### src/rtl/data_mover_mc_pkg.sv
// Shared types for the multi-channel data mover: metadata and flit layouts,
// packet flag encodings, buffer address width and FSM state encoding.
package data_mover_mc_pkg;

   localparam int PKTBUF_AWIDTH  = 10;
   localparam int FLIT_IDX_W_DEF = 5;
   localparam int PKTID_W_DEF    = PKTBUF_AWIDTH - FLIT_IDX_W_DEF;
   localparam int FLITS_W        = 8;
   localparam int NUM_FLAGS      = 5;

   localparam logic [2:0] PKT_FORWARD     = 3'd0;
   localparam logic [2:0] PKT_DROP        = 3'd1;
   localparam logic [2:0] PKT_CHECK       = 3'd2;
   localparam logic [2:0] PKT_OOO         = 3'd3;
   localparam logic [2:0] PKT_FORWARD_OOO = 3'd4;

   typedef struct packed {
      logic [PKTID_W_DEF-1:0] pkt_id;
      logic [FLITS_W-1:0]     flits;
      logic [2:0]             pkt_flags;
   } metadata_t;

   typedef struct packed {
      logic [511:0] data;
      logic [5:0]   empty;
   } flit_t;

   typedef enum logic [1:0] {
      ST_IDLE  = 2'd0,
      ST_READ  = 2'd1,
      ST_DRAIN = 2'd2,
      ST_FREE  = 2'd3
   } state_t;

endpackage

### src/rtl/data_mover_mc_stats_sat_cnt.sv
// Saturating statistics counter: counts inc pulses, sticks at all-ones.
module stats_sat_cnt #(
   parameter int W = 32
) (
   input  logic         clk,
   input  logic         rst,
   input  logic         inc,
   output logic [W-1:0] count
);

   // Count register; holds once every bit is set.
   always_ff @(posedge clk or posedge rst) begin
      if (rst) begin
         count <= {W{1'b0}};
      end else if (inc && (count != {W{1'b1}})) begin
         count <= count + W'(1);
      end
   end

endmodule

### src/rtl/data_mover_mc.sv
// Moves packets from a shared packet buffer to one of NUM_CH output channels,
// then returns the buffer slot to the emptylist. Keeps saturating statistics.
module data_mover_mc
   import data_mover_mc_pkg::*;
#(
   parameter int NUM_CH     = 4,
   parameter int STATS_W    = 32,
   parameter int FLIT_IDX_W = 5,
   parameter int PKTID_W    = PKTBUF_AWIDTH - FLIT_IDX_W
) (
   input  logic                         clk,
   input  logic                         rst,
   input  logic                         meta_valid,
   output logic                         meta_ready,
   input  metadata_t                    meta_data,
   input  logic [$clog2(NUM_CH)-1:0]    meta_chan,
   output logic [PKTBUF_AWIDTH-1:0]     pkt_buffer_address,
   output logic                         pkt_buffer_read,
   input  logic                         pkt_buffer_readvalid,
   input  flit_t                        pkt_buffer_readdata,
   output logic [NUM_CH-1:0]            out_valid,
   output logic [NUM_CH-1:0]            out_sop,
   output logic [NUM_CH-1:0]            out_eop,
   output logic [511:0]                 out_data,
   output logic [5:0]                   out_empty,
   input  logic [NUM_CH-1:0]            out_almost_full,
   output logic                         emptylist_valid,
   output logic [PKTID_W-1:0]           emptylist_data,
   input  logic                         emptylist_ready,
   output logic [NUM_FLAGS*STATS_W-1:0] stats_flag,
   output logic [NUM_CH*STATS_W-1:0]    stats_chan_pkt,
   output logic [STATS_W-1:0]           stats_nopayload
);

   localparam int CH_W      = $clog2(NUM_CH);
   localparam int CNT_W     = FLIT_IDX_W + 1;
   localparam int MAX_FLITS = 2 ** FLIT_IDX_W;

   state_t             state_r;
   state_t             state_nxt;
   logic [PKTID_W-1:0] pkt_id_r;
   logic [CNT_W-1:0]   flits_r;
   logic [CH_W-1:0]    chan_r;
   logic [CNT_W-1:0]   rd_idx_r;
   logic [CNT_W-1:0]   ret_cnt_r;
   logic               rv_r;
   flit_t              rd_flit_r;

   logic               meta_fire_s;
   logic               meta_skip_s;
   logic               meta_nopay_s;
   logic [CNT_W-1:0]   meta_flits_s;
   logic               read_s;
   logic               last_read_s;
   logic               is_sop_s;
   logic               is_eop_s;

   assign meta_ready   = (state_r == ST_IDLE) && !rst;
   assign meta_fire_s  = meta_valid && meta_ready;
   assign meta_nopay_s = (meta_data.flits == {FLITS_W{1'b0}});
   assign meta_skip_s  = meta_nopay_s || (meta_data.pkt_flags == PKT_DROP);
   assign read_s       = (state_r == ST_READ) && !out_almost_full[chan_r];
   assign last_read_s  = read_s && (rd_idx_r == (flits_r - CNT_W'(1)));
   assign is_sop_s     = rv_r && (ret_cnt_r == {CNT_W{1'b0}});
   assign is_eop_s     = rv_r && (ret_cnt_r == (flits_r - CNT_W'(1)));

   // Oversized flit counts are clamped to what the index field can address.
   always_comb begin
      meta_flits_s = meta_data.flits[CNT_W-1:0];
      if (meta_data.flits > FLITS_W'(MAX_FLITS)) begin
         meta_flits_s = CNT_W'(MAX_FLITS);
      end else begin
         meta_flits_s = meta_data.flits[CNT_W-1:0];
      end
   end

   // Next-state logic for the packet FSM.
   always_comb begin
      state_nxt = state_r;
      case (state_r)
         ST_IDLE: begin
            if (meta_fire_s) begin
               state_nxt = meta_skip_s ? ST_FREE : ST_READ;
            end else begin
               state_nxt = ST_IDLE;
            end
         end
         ST_READ: begin
            if (last_read_s) state_nxt = ST_DRAIN;
            else             state_nxt = ST_READ;
         end
         ST_DRAIN: begin
            if (ret_cnt_r == flits_r) state_nxt = ST_FREE;
            else                      state_nxt = ST_DRAIN;
         end
         ST_FREE: begin
            if (emptylist_ready) state_nxt = ST_IDLE;
            else                 state_nxt = ST_FREE;
         end
         default: state_nxt = ST_IDLE;
      endcase
   end

   // FSM state and per-packet context registers.
   always_ff @(posedge clk or posedge rst) begin
      if (rst) begin
         state_r   <= ST_IDLE;
         pkt_id_r  <= {PKTID_W{1'b0}};
         flits_r   <= {CNT_W{1'b0}};
         chan_r    <= {CH_W{1'b0}};
         rd_idx_r  <= {CNT_W{1'b0}};
         ret_cnt_r <= {CNT_W{1'b0}};
      end else begin
         state_r <= state_nxt;
         if (meta_fire_s) begin
            pkt_id_r  <= meta_data.pkt_id;
            flits_r   <= meta_flits_s;
            chan_r    <= meta_chan;
            rd_idx_r  <= {CNT_W{1'b0}};
            ret_cnt_r <= {CNT_W{1'b0}};
         end else begin
            if (read_s) rd_idx_r  <= rd_idx_r + CNT_W'(1);
            if (rv_r)   ret_cnt_r <= ret_cnt_r + CNT_W'(1);
         end
      end
   end

   // Return-path stage; stray returns outside a packet are dropped here.
   always_ff @(posedge clk or posedge rst) begin
      if (rst) begin
         rv_r      <= 1'b0;
         rd_flit_r <= '0;
      end else begin
         rv_r <= pkt_buffer_readvalid &&
                 ((state_r == ST_READ) || (state_r == ST_DRAIN));
         if (pkt_buffer_readvalid) rd_flit_r <= pkt_buffer_readdata;
      end
   end

   assign pkt_buffer_read    = read_s;
   assign pkt_buffer_address = {pkt_id_r, rd_idx_r[FLIT_IDX_W-1:0]};
   assign emptylist_valid    = (state_r == ST_FREE);
   assign emptylist_data     = pkt_id_r;
   assign out_data           = rd_flit_r.data;

   // Channel qualifiers are decoded from the registered return stage.
   always_comb begin
      out_valid = {NUM_CH{1'b0}};
      out_sop   = {NUM_CH{1'b0}};
      out_eop   = {NUM_CH{1'b0}};
      out_empty = 6'd0;
      if (rv_r) begin
         out_valid = {{(NUM_CH-1){1'b0}}, 1'b1} << chan_r;
         out_sop   = {{(NUM_CH-1){1'b0}}, is_sop_s} << chan_r;
         out_eop   = {{(NUM_CH-1){1'b0}}, is_eop_s} << chan_r;
         out_empty = is_eop_s ? rd_flit_r.empty : 6'd0;
      end else begin
         out_valid = {NUM_CH{1'b0}};
      end
   end

   genvar k;
   generate
      for (k = 0; k < NUM_FLAGS; k++) begin : g_flag_cnt
         stats_sat_cnt #(.W(STATS_W)) u_cnt (
            .clk   (clk),
            .rst   (rst),
            .inc   (meta_fire_s && (meta_data.pkt_flags == 3'(k))),
            .count (stats_flag[k*STATS_W +: STATS_W])
         );
      end
      for (k = 0; k < NUM_CH; k++) begin : g_chan_cnt
         stats_sat_cnt #(.W(STATS_W)) u_cnt (
            .clk   (clk),
            .rst   (rst),
            .inc   (is_eop_s && (chan_r == CH_W'(k))),
            .count (stats_chan_pkt[k*STATS_W +: STATS_W])
         );
      end
   endgenerate

   stats_sat_cnt #(.W(STATS_W)) u_nopay_cnt (
      .clk   (clk),
      .rst   (rst),
      .inc   (meta_fire_s && meta_nopay_s),
      .count (stats_nopayload)
   );

endmodule

### config.mk
export PLATFORM = sky130hd
export DESIGN_NAME = data_mover_mc
export DESIGN_NICKNAME = d
export VERILOG_FILES = /design/src/rtl/data_mover_mc_pkg.sv /design/src/rtl/data_mover_mc_stats_sat_cnt.sv /design/src/rtl/data_mover_mc.sv
export SDC_FILE = /design/constraint.sdc
export NUM_CORES = 2
export LEC_CHECK = 0
export CAP_MARGIN = 20
export CORE_AREA = 2 2 551 553
export DETAILED_ROUTE_END_ITERATION = 7
export DIE_AREA = 0 0 553 555
export HOLD_SLACK_MARGIN = 0.03
export PLACE_DENSITY = 0.3
export SYNTH_ARGS = -nofsm -noshare
export SYNTH_HDL_FRONTEND = slang
export SYNTH_SLANG_ARGS = --single-unit
### constraint.sdc
create_clock -name clk -period 42.9 [get_ports clk]
set_clock_uncertainty 0.15 [all_clocks]
set_input_delay 8.58 -clock clk [delete_from_list [all_inputs] [get_ports clk]]
set_output_delay 8.58 -clock clk [all_outputs]
set_load 0.03 [all_outputs]
=== Word level (Yosys, flattened, before mapping) ===
Cells that the tools add are included.

* $add $sub $neg: 13
* $lt $le $gt $ge: 2
* Equal/unequal tests: 23
* Shift operators: 3
* Muxes and demuxes: 18
* Reductions and logical operators: 38

{| class="wikitable"
|+ Operators by type and width
! operator !! count
|-
| $add A32 B1 Y32 const B || 10
|-
| $ne A32 B32 Y1 const B || 10
|-
| $mux W6 || 7
|-
| $logic_and A1 B1 Y1 || 27
|-
| $eq A6 B6 Y1 || 3
|-
| $add A6 B1 Y6 const B || 2
|-
| $mux W4 || 3
|-
| $eq A2 B2 Y1 const B || 4
|-
| $gt A8 B6 Y1 const B || 1
|-
| $logic_not A8 Y1 || 1
|-
| $mux W2 || 4
|-
| $pmux W2 S4 || 1
|-
| $shl A1 B2 Y4 || 2
|-
| $eq A3 B2 Y1 const B || 2
|-
| $logic_not A6 Y1 || 1
|-
| $sub A6 B1 Y6 const B || 1
|-
| $eq A2 B1 Y1 const B || 2
|-
| $logic_not A2 Y1 || 2
|-
| $reduce_bool A2 Y1 || 2
|-
| $shl A1 B2 Y4 const A || 1
|-
| $eq A3 B1 Y1 const B || 1
|-
| $eq A3 B3 Y1 const B || 1
|-
| $logic_not A3 Y1 || 1
|-
| $lt A2 B3 Y1 const B || 1
|-
| 4 further kinds || 7
|}

* Register bits after elaboration: 866
* Bits of input ports: 545
* Output and inout bits: 868

=== Logic depth before layout (Yosys ltp) ===
* Depth in word-level cells: 7
* Depth in mapped cells: 10

=== By module ===
Synthesis repeated with hierarchy kept, for this count alone.

* Cells, all modules: 3208
* Area total of the unflattened synthesis: 40412.5 um^2

{| class="wikitable"
|+ Modules (own cells, without submodules)
! module !! instances !! cells each !! area each (um^2) !! seq. area each (um^2)
|-
| data_mover_mc || 1 || 1818 || 24797.5 || 13663.1
|-
| stats_sat_cnt || 10 || 139 || 1561.5 || 800.8
|}

=== Least setup slack after synthesis ===
Ideal clock, no wire load.

* Path type: input-to-output
* From: input out_almost_full[3]
* To: output pkt_buffer_read
* Arrival: 9571 ps
* Required time: 34170 ps
* Path slack: 24599 ps
* Stages: 3
* Buffers on the path: 1
* Path through: mux4_2 > nor2b_1 > clkbuf_1

* Cells in the longest elaborated chain, start to end: 4

{| class="wikitable"
|+ Ends and longest elaborated chain
! element !! RTL line !! text
|-
| from (decl) || data_mover_mc.sv:26 || <nowiki>input logic [NUM_CH-1:0] out_almost_full,</nowiki>
|-
| $bmux W1 S2 || data_mover_mc.sv:62 || <nowiki>assign read_s = (state_r == ST_READ) && !out_almost_full[chan_r];</nowiki>
|-
| $mux W1 (not written as such) || data_mover_mc.sv:62 ||
|-
| $logic_not A1 Y1 || data_mover_mc.sv:62 ||
|-
| $logic_and A1 B1 Y1 || data_mover_mc.sv:62 ||
|-
| to (decl) || data_mover_mc.sv:18 || <nowiki>output logic pkt_buffer_read,</nowiki>
|}

No other way between the ends. The select of a mux whose other input is x is not followed.

=== Worst setup path after layout ===
* From: input out_almost_full[0]
* To: output pkt_buffer_read

Same word-level chain as after synthesis.

==> run_results.csv <==
group,metric,value,unit
cts,h-tree-depth,4,
routing,routed_wl,220400,microns
synth,netlist_instances,3240,
routing,dr.pass1.iters,5,
timing,final.period_utilization,45.64,%
finish,fillCellCount,32800,
synth,synth.cell_area,39800,sq um
cts,cts_hold_buf,0,
cts,cts_tree,"built",
floorplanning,die_x,553,microns
routing,vias,28960,
finish,multi_input_area,13750,sq um
cts,clkTransAtPathRegs,50,ps
finish,final_core_util,19.63,%
timing,worst_pin_slew,1038,ps
routing,post_drt_wl_per_cell,26.58,microns
floorplanning,start_util,13.21,%
routing,ant_nets,0,
routing,drc,0,
synth,ys_seq_area_share,54.44,%
cts,clockBufferDepth,4,
synth,synthTopCellsByCount,"dfrtp_1, mux2_2, buf_4",
global_routing,antenna_found_initial,207,
synth,synth.most_common_cell,"dfrtp_1",
synth,synth_edf_count,0,
setup_path,crit_fanout,7,
synth,synth-async-reset-ratio,100.0,%
floorplanning,io_pins,1413,
cts,ctsResizeCount,0,
routing,drt_iter0_markers,1459,
cts,clock_latency,800,ps
cts,cts_sinks,866,
timing,setup_violations,0,
placement,dp_hpwl,180100,microns
synth,ys_types,59,
cts,clockRootBuffer,"clkbuf_16",
finish,regArea,21670,sq um
finish,fin_area,59140,sq um
setup_path,worstPathArrival,10850,ps
timing,slew-limit-headroom,30.56,%
global_routing,grtUsageTotal,13.97,%
finish,drive_gt1_share,17.96,%
global_routing,grt_pass1_wl,292600,microns
finish,syn2layout_area_growth,48.57,%
pwr,p_per_area,43.05,nW/um^2
synth,yosys_register_bits,866,
cts,cts-buffers-inserted,135,
setup_path,crit_path_end_kind,"output port",
synth,ys_top_cells_by_area,"dfrtp_1, mux2_2, buf_4, xnor2_1, xor2_1",
setup_path,worstPathRequired,34170,ps
synth,syn_nets,3804,
setup_path,start_kind,"input pin",
placement,port-buffer-count,1412,
floorplanning,coreArea,301300,sq um
global_routing,grt_start_max_net_pins,132,
placement,place.gp.congestion,0.7968,
timing,finalCriticalPeriod,19580,ps
run,max_cap_violations,0,
timing,fmax,0.05107,GHz
floorplanning,die_area,306900,sq um
setup_path,crit_type,"in -> out",
routing,viasPerCell,3.493,
floorplanning,die_y,555,microns
global_routing,grt_overflow,0,
timing,holdWs,340.5,ps
pwr,leakagePower,23.49,nW
cts,post_cts_buffers,0,
finish,nets,4766,
timing,tns,0,ps
global_routing,grt_pass1_vias,29860,
outcome,status,"finished, final reports clean",
timing,slew_violations,0,
synth,yosysTopAreaCellShare,54.44,%
pwr,peakVddDrop,0.02481,mV
synth,synth_ff_type,"dfrtp_1",
placement,placed_area,54900,sq um
timing,finalHoldViolations,0,
synth,syn_avg_cell_area,12.29,sq um
synth,yosys_warnings,0,
timing,rsz0062_at_grt,"false",
floorplanning,rows,202,
synth,yosysTopAreaCell,"dfrtp_1",
worst_hold_path,hp-class,"reg -> reg",
kinds of logic after synthesis:
kind of cell | synth area share, %
xor+xnor | 7.129
flops | 54.44
compound gates | 0.8738
buf+inv | 11.06
simple gates | 10.86
mux | 15.04
fa+ha+maj | 0.5972
layer usage:
metal	share of wire (%)	GRT usage, %
met5	0.17	0
met4	2.5	2.868
met3	12	7.654
met2	49	24.51
met1	35	14.58
path summary, 6_finish.rpt:
| check | depth (start not counted) | start | endpoint | slack, ps |
|---|---|---|---|---|
| max in group asynchronous | 6 | rst | out_data[39] | 30450 |
| worst max register to register | 8 | flits_r[0] | g_chan_cnt[1].u_cnt.count[9] | 39510 |
| min in group asynchronous | 2 | rst | g_flag_cnt[2].u_cnt.count[3] | 8280 |
| worst min-delay path | 1 | g_chan_cnt[2].u_cnt.count[15] | g_chan_cnt[2].u_cnt.count[15] | 340 |
| worst max-delay path | 4 | out_almost_full[0] | pkt_buffer_read | 23320 |
| worst min register to register | 1 | g_chan_cnt[2].u_cnt.count[15] | g_chan_cnt[2].u_cnt.count[15] | 340 |
area by class of cell:
class / instances / share of cell area [%]
antenna: 25 / 0.1058
clock buffer: 188 / 6.478
clock inverter: 35 / 0.5860
inverter: 31 / 0.2095
multi-input combinational: 1728 / 23.26
sequential: 866 / 36.64
tap: 3978 / 8.416
timing repair buffer: 1440 / 24.31
critical path: stages:
cell and delay, ps:
clkdlybuf4s50_1 410, mux4_2 480, nor2b_1 560, clkdlybuf4s50_1 820
sequential cells by signal, indices dropped and copies added, names as in the netlist:
name,cells
out_data,512
rd_idx_r,6
ret_cnt_r,6
u_nopay_cnt.count,32
chan_r,2
rv_r,1
state_r,2
g_chan_cnt.u_cnt.count,128
rd_flit_r,6
emptylist_data,5
flits_r,6
g_flag_cnt.u_cnt.count,160
power breakdown:
part / leakage [nW] / switching [mW] / internal (mW)
sequential: 10.8 / 0.0574 / 0.881
combinational: 10.6 / 0.298 / 0.220
clock: 2.07 / 0.439 / 0.651
metrics by stage:
| step | instances | setup slack, ps | total power [mW] |
|---|---|---|---|
| floorplan | 3240 | 9833 | 1.265 |
| global placement | 8043 | 23300 | 1.482 |
| detailed placement | 8043 | 23300 | 1.484 |
| CTS | 8266 | 23280 | 2.618 |
| global route | 8273 | 23190 | 2.674 |
| finish | 8291 | 23320 | 2.546 |
layout by cell type (no fill, tap or decap), types with 6 or more instances in the layout:
cell | netlist | routed
mux2_2 | 527 | 527
nor2b_1 | 7 | 7
nor3_1 | 66 | 66
clkdlybuf4s50_1 | 0 | 1411
diode_2 | 0 | 25
nand3_1 | 133 | 133
clkbuf_16 | 0 | 138
a21oi_1 | 13 | 13
nand2_1 | 168 | 168
and2_1 | 24 | 24
or3_1 | 9 | 9
clkinv_2 | 0 | 22
clkbuf_1 | 84 | 31
xor2_1 | 124 | 124
or2_2 | 10 | 10
dfrtp_1 | 866 | 866
clkbuf_8 | 0 | 19
o21ai_0 | 6 | 6
inv_1 | 31 | 30
and4_1 | 37 | 37
ha_1 | 19 | 19
and3_1 | 63 | 63
nand2b_1 | 8 | 8
xnor2_1 | 200 | 200
or4_1 | 10 | 10
nor2_1 | 107 | 107
nor4_1 | 23 | 23
nand4_1 | 109 | 109
buf_4 | 522 | 26
Note: power is estimated with default switching activity, not from simulation.
